==> src/rtl/clock_set_ctrl.sv <==
// Hour/minute/second timekeeper with key-driven field setting and auto-return to RUN.
// Long press walks through the set modes; short press edits the selected field.
module clock_set_ctrl #(
  parameter int unsigned TIMEOUT_S = 10,
  parameter int unsigned HOUR_MAX  = 23
) (
  input  logic       CLOCK_50,
  input  logic       rst_n,
  input  logic [1:0] key_state,
  input  logic       tick_1hz,
  output logic [4:0] hour,
  output logic [5:0] minute,
  output logic [5:0] second,
  output logic [1:0] mode,
  output logic       blink
);

  typedef enum logic [1:0] {
    RUN      = 2'b00,
    SET_HOUR = 2'b01,
    SET_MIN  = 2'b10,
    SET_SEC  = 2'b11
  } mode_e;

  localparam logic [4:0] HOUR_MAX_L = 5'(HOUR_MAX);
  localparam logic [5:0] TIMEOUT_L  = 6'(TIMEOUT_S);

  mode_e      mode_q, mode_d;
  logic [4:0] hour_q, hour_d;
  logic [5:0] minute_q, minute_d;
  logic [5:0] second_q, second_d;
  logic       blink_q, blink_d;
  logic [5:0] cnt_q, cnt_d;

  logic       short_s, long_s;
  logic [5:0] cnt_inc_s;
  mode_e      mode_next_s;

  assign short_s   = (key_state == 2'b01);
  assign long_s    = (key_state == 2'b10);
  assign cnt_inc_s = cnt_q + 6'd1;

  // Successor mode for a long press
  always_comb begin
    case (mode_q)
      RUN:      mode_next_s = SET_HOUR;
      SET_HOUR: mode_next_s = SET_MIN;
      SET_MIN:  mode_next_s = SET_SEC;
      SET_SEC:  mode_next_s = RUN;
      default:  mode_next_s = RUN;
    endcase
  end

  // Next-state computation for time, mode, blink and idle counter
  always_comb begin
    mode_d   = mode_q;
    hour_d   = hour_q;
    minute_d = minute_q;
    second_d = second_q;
    blink_d  = blink_q;
    cnt_d    = cnt_q;

    if (mode_q == RUN) begin
      if (tick_1hz) begin
        if (second_q == 6'd59) begin
          second_d = 6'd0;
          if (minute_q == 6'd59) begin
            minute_d = 6'd0;
            hour_d   = (hour_q == HOUR_MAX_L) ? 5'd0 : hour_q + 5'd1;
          end else begin
            minute_d = minute_q + 6'd1;
          end
        end else begin
          second_d = second_q + 6'd1;
        end
      end else begin
        second_d = second_q;
      end
      // Short press has no effect while running; a long press still lets the tick land
      if (long_s) begin
        mode_d  = SET_HOUR;
        blink_d = 1'b1;
      end else begin
        mode_d  = RUN;
        blink_d = 1'b0;
      end
      cnt_d = 6'd0;
    end else begin
      if (tick_1hz) begin
        blink_d = ~blink_q;
      end else begin
        blink_d = blink_q;
      end

      if (short_s || long_s) begin
        cnt_d = 6'd0;
      end else if (tick_1hz) begin
        if (cnt_inc_s == TIMEOUT_L) begin
          mode_d  = RUN;
          blink_d = 1'b0;
          cnt_d   = 6'd0;
        end else begin
          cnt_d = cnt_inc_s;
        end
      end else begin
        cnt_d = cnt_q;
      end

      if (short_s) begin
        case (mode_q)
          SET_HOUR: hour_d   = (hour_q == HOUR_MAX_L) ? 5'd0 : hour_q + 5'd1;
          SET_MIN:  minute_d = (minute_q == 6'd59) ? 6'd0 : minute_q + 6'd1;
          SET_SEC:  second_d = 6'd0;
          default:  second_d = second_q;
        endcase
      end else begin
        second_d = second_d;
      end

      if (long_s) begin
        mode_d  = mode_next_s;
        blink_d = (mode_next_s != RUN);
      end else begin
        mode_d = mode_d;
      end
    end
  end

  // State registers; reset is immediate
  always_ff @(posedge CLOCK_50 or negedge rst_n) begin
    if (!rst_n) begin
      mode_q   <= RUN;
      hour_q   <= 5'd0;
      minute_q <= 6'd0;
      second_q <= 6'd0;
      blink_q  <= 1'b0;
      cnt_q    <= 6'd0;
    end else begin
      mode_q   <= mode_d;
      hour_q   <= hour_d;
      minute_q <= minute_d;
      second_q <= second_d;
      blink_q  <= blink_d;
      cnt_q    <= cnt_d;
    end
  end

  assign hour   = hour_q;
  assign minute = minute_q;
  assign second = second_q;
  assign mode   = mode_q;
  assign blink  = blink_q;

endmodule

==> config.mk <==
export PLATFORM = sky130hd
export DESIGN_NAME = clock_set_ctrl
export DESIGN_NICKNAME = d
export VERILOG_FILES = /design/src/rtl/clock_set_ctrl.sv
export SDC_FILE = /design/constraint.sdc
export NUM_CORES = 1
export LEC_CHECK = 0
export BUFFER_PORTS_ARGS = -buffer_cell sky130_fd_sc_hd__buf_4
export CAP_MARGIN = 20
export CORE_UTILIZATION = 56
export DETAILED_ROUTE_END_ITERATION = 16
export PLACE_DENSITY = 0.86
export SYNTH_ARGS = -nofsm -noshare
export SYNTH_HDL_FRONTEND = slang
export SYNTH_SLANG_ARGS = --single-unit
==> constraint.sdc <==
create_clock -name CLOCK_50 -period 2.2 [get_ports CLOCK_50]
set_input_delay 0.44 -clock CLOCK_50 [delete_from_list [all_inputs] [get_ports CLOCK_50]]
set_output_delay 0.44 -clock CLOCK_50 [all_outputs]
set_load 0.05 [all_outputs]
; After elaboration in Yosys (flattened, before gate mapping)
; Index checks and enable logic that the tools add are counted.
[classes]
n_addsub = 4
n_eq_ne = 13
n_mux = 36
n_bitwise = 1
reduce_logical = 14
[op_table]
columns = operator, count
row1 = $mux W6, 15
row2 = $mux W5, 7
row3 = $add A6 B1 Y6 const B, 3
row4 = $eq A6 B6 Y1 const B, 2
row5 = $mux W2, 5
row6 = $reduce_bool A2 Y1, 5
row7 = $reduce_bool A3 Y1, 3
row8 = $mux W1, 8
row9 = $pmux W2 S4, 1
row10 = $eq A2 B2 Y1 const B, 3
row11 = $eq A6 B4 Y1 const B, 1
row12 = $reduce_and A3 Y1, 2
row13 = $add A5 B1 Y5 const B, 1
row14 = $eq A5 B5 Y1 const B, 1
row15 = $reduce_and A5 Y1, 1
row16 = $eq A2 B1 Y1 const B, 2
row17 = $ne A2 B1 Y1 const B, 2
row18 = $reduce_and A4 Y1, 1
row19 = $ne A3 B3 Y1 const B, 1
row20 = $logic_not A2 Y1, 1
row21 = $ne A2 B2 Y1 const B, 1
row22 = $logic_or A1 B1 Y1, 1
row23 = $not A1 Y1, 1
[totals]
reg_bits = 26
inputBits = 5
out_inout_bits = 20
wordCells = 74

; Depth between registers and ports, before layout
; Gate-level depths: netlist (run 1).
[logic_depth]
depth_word = 7
mapped_depth = 7
mapped_depth_nobuf = 6

; Worst setup path after synthesis (run 1)
; No wires, ideal clock.
[synth_timing]
path_kind = flip-flop to flip-flop
startpoint = register mode_q[0] (netlist: mode[0])
endpoint = register minute_q[0] (netlist: minute[0])
setup_ns = 0.125
arrival_time_ns = 2.004
t_required_ns = 2.075
path_slack_ns = 0.071
path_stages_with_launch = 8
n_path_buf = 1
synth_period_minus_slack_ns = 2.129
path_cell_list = dfrtp_1 inv_1 ha_1 nor2b_2 and2_4 or2_1 buf_2 mux2_2
[synth_between]
elab_chain_cells = 3
elab_cells_between_ends = 8
classes_between = eq/ne (3) / mux (1) / reduce/logical (4)
[synth_lines]
columns = element, line
row1 = start: declaration, 28  ; mode_e mode_q, mode_d;
row2 = start signal: assignment, 139  ; mode_q <= mode_d;
row3 = $eq A2 B2 Y1 or $logic_not A2 Y1 (tied branches), "110, 63"
row4 = "$reduce_bool A2 Y1 (no source line), or another cell as far along", -
row5 = $reduce_and A4 Y1 (no source line), -
row6 = end signal: assignment, 141  ; minute_q <= minute_d;
row7 = end: declaration, 30  ; logic [5:0] minute_q, minute_d;
; Parallel ways exist; a longest one is shown, timed or not.
; A chain may end at the register's enable or synchronous reset.

; Worst setup path after layout (run 1)
[layout_timing]
startpoint = register mode_q[1] (netlist: mode[1])
endpoint = register cnt_q[0]
[layout_between]
elab_chain_cells = 2
elab_cells_between_ends = 3
classes_between = mux (1) / reduce/logical (2)
[layout_lines]
columns = element, line
row1 = $logic_not A2 Y1 (*), 63  ; if (mode_q == RUN) begin
row2 = $reduce_bool A3 Y1 (no source line) or $mux W6 (tied branches), -
row3 = end signal: assignment, 144  ; cnt_q <= cnt_d;
row4 = end: declaration, 33  ; logic [5:0] cnt_q, cnt_d;
; Every way passes the cells marked *; elsewhere a longest branch is shown, timed or not.

==> metrics, run 1 <==
outcome finished, final reports clean; # IOs 25; Core Util, Final between 60 and 70%; yosys warns 0; count of different cell masters after synthesis 50; Filler Cells Inserted approximately 210; Final GP Congestion around 0.83; period utilisation layout 93.1%; Starting Density 59.0%; Max-Cap Viols 0; critical path type flop to flop; via count 1359; Critical Path RT 2450 ps; Num CTS Buffers 3; Die X about 56 um; layout cells sized above 1 23.4%; routed len/inst approximately 15 um; Slew @ Worst Pin roughly 470 ps; # DRC 0; Net Count, Synth 183; f_max 488 MHz; diode count 0; Core Area between 2000 and 3000 um2; row count 19; initial antenna violation count 0; RSZ-0062 raised after global routing no; syn avg cell area slightly below 10 um2; Worst Clk Skew between 10 and 15 ps; Slew Limit Fails 0; post-synthesis cell area ~1600 um2; Design Area, Final 1890 um2; Port Buffer Count 24; Power Density 793 nW/um2; CP endpoint kind flop; critical path peak fanout 8; min Tclk post-route 2050 ps; CP startpoint kind flop; Layout area overhead 16.2%; FF-to-FF path depth 7; number of routed nets with antenna violations 0; CTS tree built; Resized cells post-CTS 0; Post-synth top flop dfrtp_1; final setup violation count 0; gr ovfl total 0; chip height ~56 um; register bit total from synthesis 26; leakage power total approximately 0.86 nW; Clock Latency Late Sink approximately 320 ps; relative slew slack 67.5%; vias in the first global route roughly 1300; Syn Inst Count between 150 and 200; Detail Placement HPWL 2460 um; Seq/Total Area, Yosys between 40% and 50%; full die area 3120 um2; Routed WL between 3000 and 4000 um; CTS root buf clkbuf_4; htree depth 1; Pre-Repair DR Iteration Count 4; setup TNS 0 ps; Clock Pin Slew Worst Setup and Hold Paths approximately 150 ps; placement-stage cell area ~1800 um2; sequential cell area 651 um2; Cells on Worst Hold Path 2; worst path arrival time between 2000 and 2500 ps; Hold Slack 421 ps; Fin. Hold Viols 0; TritonCTS Sinks 26; clk buf depth 2; first-pass GRT wire length roughly 5400 um; Peak VDD IR ~1.0 mV; most common cell after layout, fill and taps aside dfrtp_1; Hold Path Class input pin to flop; Global Route Usage Sum around 22%; Synth async-reset ratio 100%; Post-synth EDFFs 0; largest net degree at the start of global routing 27; most frequent cells in the layout 26 x dfrtp_1, 25 x buf_4, 15 x nor2_1; area of the multi-input gates approximately 900 um2; Nets 210; vias per cell around 6; initial drt markers 44
## cell families (layout without fill, tap and decap cells)
group,Yosys count,in the layout,synth area share (%)
AOI/OAI and AO/OA,37,37,15.2
xor gates and xnor gates,8,8,4.31
adders and majority gates,12,12,9.23
buffers and inverters,14,40,3.85
DFF,26,26,40.0
muxes,8,8,5.69
and+or+nand+nor,61,61,21.7
## layout make-up
class	count	area share, %
Clock buffer	3	1.19
Clock inverter	1	1.59
Inverter	10	1.99
Multi-Input combinational cell	126	48.3
Sequential cell	26	34.4
Tap cell	31	2.05
Timing Repair Buffer	26	10.5
## final timing paths
check                                     from  slack (ps)                    to
setup reg to reg           mode[1]$_DFFE_PN0P_         150  cnt_q[0]$_DFFE_PN0P_
hold / removal                        tick_1hz         420  cnt_q[1]$_DFFE_PN0P_
setup / recovery           mode[1]$_DFFE_PN0P_         150  cnt_q[0]$_DFFE_PN0P_
hold reg to reg            hour[2]$_DFFE_PN0P_         570   hour[2]$_DFFE_PN0P_
min in group asynchronous                rst_n         550   hour[3]$_DFFE_PN0P_
max in group asynchronous                rst_n        1390   mode[0]$_DFFE_PN0P_
## cells in the mapped netlist, types with 2 or more instances
| library cell | number | share of area (%) |
|---|---|---|
| buf_2 | 2 | 0.62 |
| nand3_1 | 5 | 1.5 |
| nor3_1 | 3 | 0.92 |
| o2111ai_1 | 2 | 1.1 |
| ha_1 | 12 | 9.2 |
| mux2_1 | 2 | 1.4 |
| or2_2 | 2 | 0.77 |
| o21ai_0 | 7 | 2.2 |
| nand4_1 | 2 | 0.77 |
| or3_1 | 2 | 0.77 |
| o211ai_1 | 3 | 1.4 |
| xnor2_1 | 5 | 2.7 |
| or3b_2 | 2 | 1.1 |
| o31ai_1 | 3 | 1.4 |
| dfrtp_1 | 26 | 40 |
| a22o_1 | 3 | 1.6 |
| inv_1 | 9 | 2.1 |
| nand2_1 | 14 | 3.2 |
| nand2b_1 | 3 | 1.2 |
| a22oi_1 | 3 | 1.4 |
| xor2_1 | 3 | 1.6 |
| mux2_2 | 4 | 2.8 |
| a21oi_1 | 7 | 2.2 |
| o22ai_1 | 2 | 0.77 |
| nor2_1 | 15 | 3.5 |
## worst max-delay path: stages, from the launching register on
cell     delay, ps
dfrtp_1        470
inv_1          110
ha_1           280
buf_4          200
inv_2           80
nand2_1        170
or3b_2         510
o22ai_1        150
## per-layer routing
metal / vias to the layer above / track usage (%) / share of wire (%)
met2: 47 / 37.9 / 50
met3: 4 / 2.56 / 5.2
met1: 659 / 28.1 / 44
li1: 649 / - / -
met4: 0 / 6.27 / 0.92
met5: - / 0 / 0
## power breakdown
group	total, W	leakage [nW]	internal [W]	switching [W]
clock	0.000324	0.0279	0.000184	0.000140
combinational	0.000554	0.494	0.000186	0.000368
sequential	0.000622	0.341	0.000539	0.0000831
## repair_timing
action,CTS,global route
setup buffers,0,0
hold endpoints to repair,7,0
hold buffers,1,0
endpoints found under the setup margin,0,0
## stage by stage
stage / power (W) / cells / worst slack, ps
after floorplan: 0.00101 / 166 / 71.1
final: 0.00150 / 223 / 151
after global placement: 0.00116 / 218 / 323
after detailed placement: 0.00119 / 218 / 178
after CTS: 0.00151 / 223 / 181
after global routing: 0.00157 / 223 / 43.3
## state kept, by name, summed over array words and instances (netlist names)
| name | count |
|---|---|
| blink | 1 |
| cnt_q | 6 |
| hour | 5 |
| minute | 6 |
| mode | 2 |
| second | 6 |
(Power assumes the default switching activity.)
==> run 2: changes to the inputs <==
--- a/config.mk
+++ b/config.mk
@@ -10,6 +10,7 @@
 export CORE_UTILIZATION = 56
 export DETAILED_ROUTE_END_ITERATION = 16
 export PLACE_DENSITY = 0.86
+export SLEW_MARGIN = 20
 export SYNTH_ARGS = -nofsm -noshare
 export SYNTH_HDL_FRONTEND = slang
 export SYNTH_SLANG_ARGS = --single-unit
==> constraint.sdc (replaced) <==
create_clock -name CLOCK_50 -period 2.3 [get_ports CLOCK_50]
set_input_delay 0.46 -clock CLOCK_50 [delete_from_list [all_inputs] [get_ports CLOCK_50]]
set_output_delay 0.46 -clock CLOCK_50 [all_outputs]
set_load 0.05 [all_outputs]
==> run 2 against run 1 <==
Net effect:
- sequential share of layout area is 0.48 points higher
- flip-flop and latch count unchanged
- sequential power down 4.2%
- clock skew is 7.4 ps lower
- cell count down 0.45%
- final area decreased by 1.4%
- clock-buffer cell count grew 1
- first-iteration DRC count rose by 32%
==> metrics, run 2 (synthesized netlist as in run 1, its figures left out) <==
outcome finished, final reports clean; htree depth 1; most frequent cells in the layout 26 x dfrtp_1, 25 x buf_4, 15 x nor2_1; CP startpoint kind flop; hold_buf cts 0; Die X about 56 um; Nets ~210; CTS tree built; Slew Limit Fails 0; min Tclk post-route approximately 2000 ps; Resized cells post-CTS 0; Clock Pin Slew Worst Setup and Hold Paths around 140 ps; layout cells sized above 1 approximately a quarter; Layout area overhead 14.6%; Global Route Usage Sum 22.7%; number of routed nets with antenna violations 0; Worst Clk Skew roughly 3.0 ps; DR WL met3 120 um; Slew @ Worst Pin about 530 ps; TritonCTS Sinks 26; Final GP Congestion about 0.83; Port Buffer Count 24; Pre-Repair DR Iteration Count 5; highest metal used met4; worst path arrival time 2230 ps; first-pass GRT wire length roughly 5600 um; RSZ-0062 raised after global routing no; Routed WL ~3300 um; critical path type flop to flop; critical path peak fanout 6; gr ovfl total 0; chip height around 56 um; f_max 498 MHz; final setup violation count 0; Max-Cap Viols 0; Core Util, Final roughly two thirds; setup bufs post-CTS 0; sequential cell area 651 um2; Core Area between 2000 and 3000 um2; CP endpoint kind flop; Critical Path RT ~2500 ps; Fin. Hold Viols 0; M1 WL around 1500 um; row count 19; diode count 0; dpl cells approximately 220; initial drt markers 58; vias per cell about 6; # DRC 0; Hold Path Class input pin to async pin; largest net degree at the start of global routing 27; Peak VDD IR ~0.95 mV; initial antenna violation count 0; Detail Placement HPWL approximately 2500 um; Num CTS Buffers 3; clk buf depth 2; area of the multi-input gates 913 um2; relative slew slack roughly 64%; Clock Latency Late Sink ~320 ps; routed len/inst about 15 um; Pwr Total roughly 0.0014 W; vias in the first global route approximately 1300; Worst R2R Setup Slack between 200 and 300 ps; leakage power total between 0.8 and 0.9 nW; Layout Cells excl Fill approximately 220; setup TNS 0 ps; Filler Cells Inserted 219; Power Density a little over 700 nW/um2; via count between 1000 and 1500; Starting Density roughly 59%; full die area between 3000 and 4000 um2; Routed met2 length approximately 1600 um; most common cell after layout, fill and taps aside dfrtp_1; # IOs 25; CTS root buf clkbuf_4; period utilisation layout roughly 87%
-- run 2: report_power, final --
group / switching, W / internal [W] / leakage [nW] / total [W]
combinational: 0.000351 / 0.000177 / 0.490 / 0.000528
clock: 0.000134 / 0.0000969 / 0.0210 / 0.000231
sequential: 0.0000813 / 0.000515 / 0.341 / 0.000596
total: 0.000567 / 0.000789 / 0.852 / 0.00136
-- run 2: critical path, cell delays in order, from the launching register on --
cell	delay (ps)
dfrtp_1	440
inv_1	140
ha_1	300
nand2_1	150
nor3_2	240
or2_1	270
mux2_2	360
-- run 2: worst paths after layout --
path                                  startpoint               endpoint  cells after the start
max                          mode[0]$_DFFE_PN0P_  minute[0]$_DFFE_PN0P_                      6
min                                        rst_n    hour[4]$_DFFE_PN0P_                      1
max reg2reg                  mode[0]$_DFFE_PN0P_  minute[0]$_DFFE_PN0P_                      6
min reg2reg                second[1]$_DFFE_PN0P_  second[1]$_DFFE_PN0P_                      2
max in group asynchronous                  rst_n    hour[2]$_DFFE_PN0P_                      1
min in group CLOCK_50                   tick_1hz   cnt_q[1]$_DFFE_PN0P_                      2
-- run 2: cell type report --
| class | count | share of cell area, % |
|---|---|---|
| clock buffers | 4 | 1.95 |
| inverters | 10 | 2.01 |
| multi-input cells | 126 | 49.0 |
| repair buffers | 25 | 10.1 |
| flip-flops and latches | 26 | 34.9 |
| well taps | 31 | 2.08 |
-- run 2: stage by stage --
stage	hold WS, ps	instance area (um2)	worst slack [ps]
floorplan	164	1630	171
global placement	385	1830	440
detailed placement	384	1830	313
CTS	18.2	1860	290
global route	20.4	1860	155
finish	15.5	1860	293
-- run 2: layer usage --
metal	vias to the layer above	track usage (%)
met2	31	38.7
met3	11	3.02
met4	0	10.5
met5	-	0
met1	638	28.8
li1	646	-
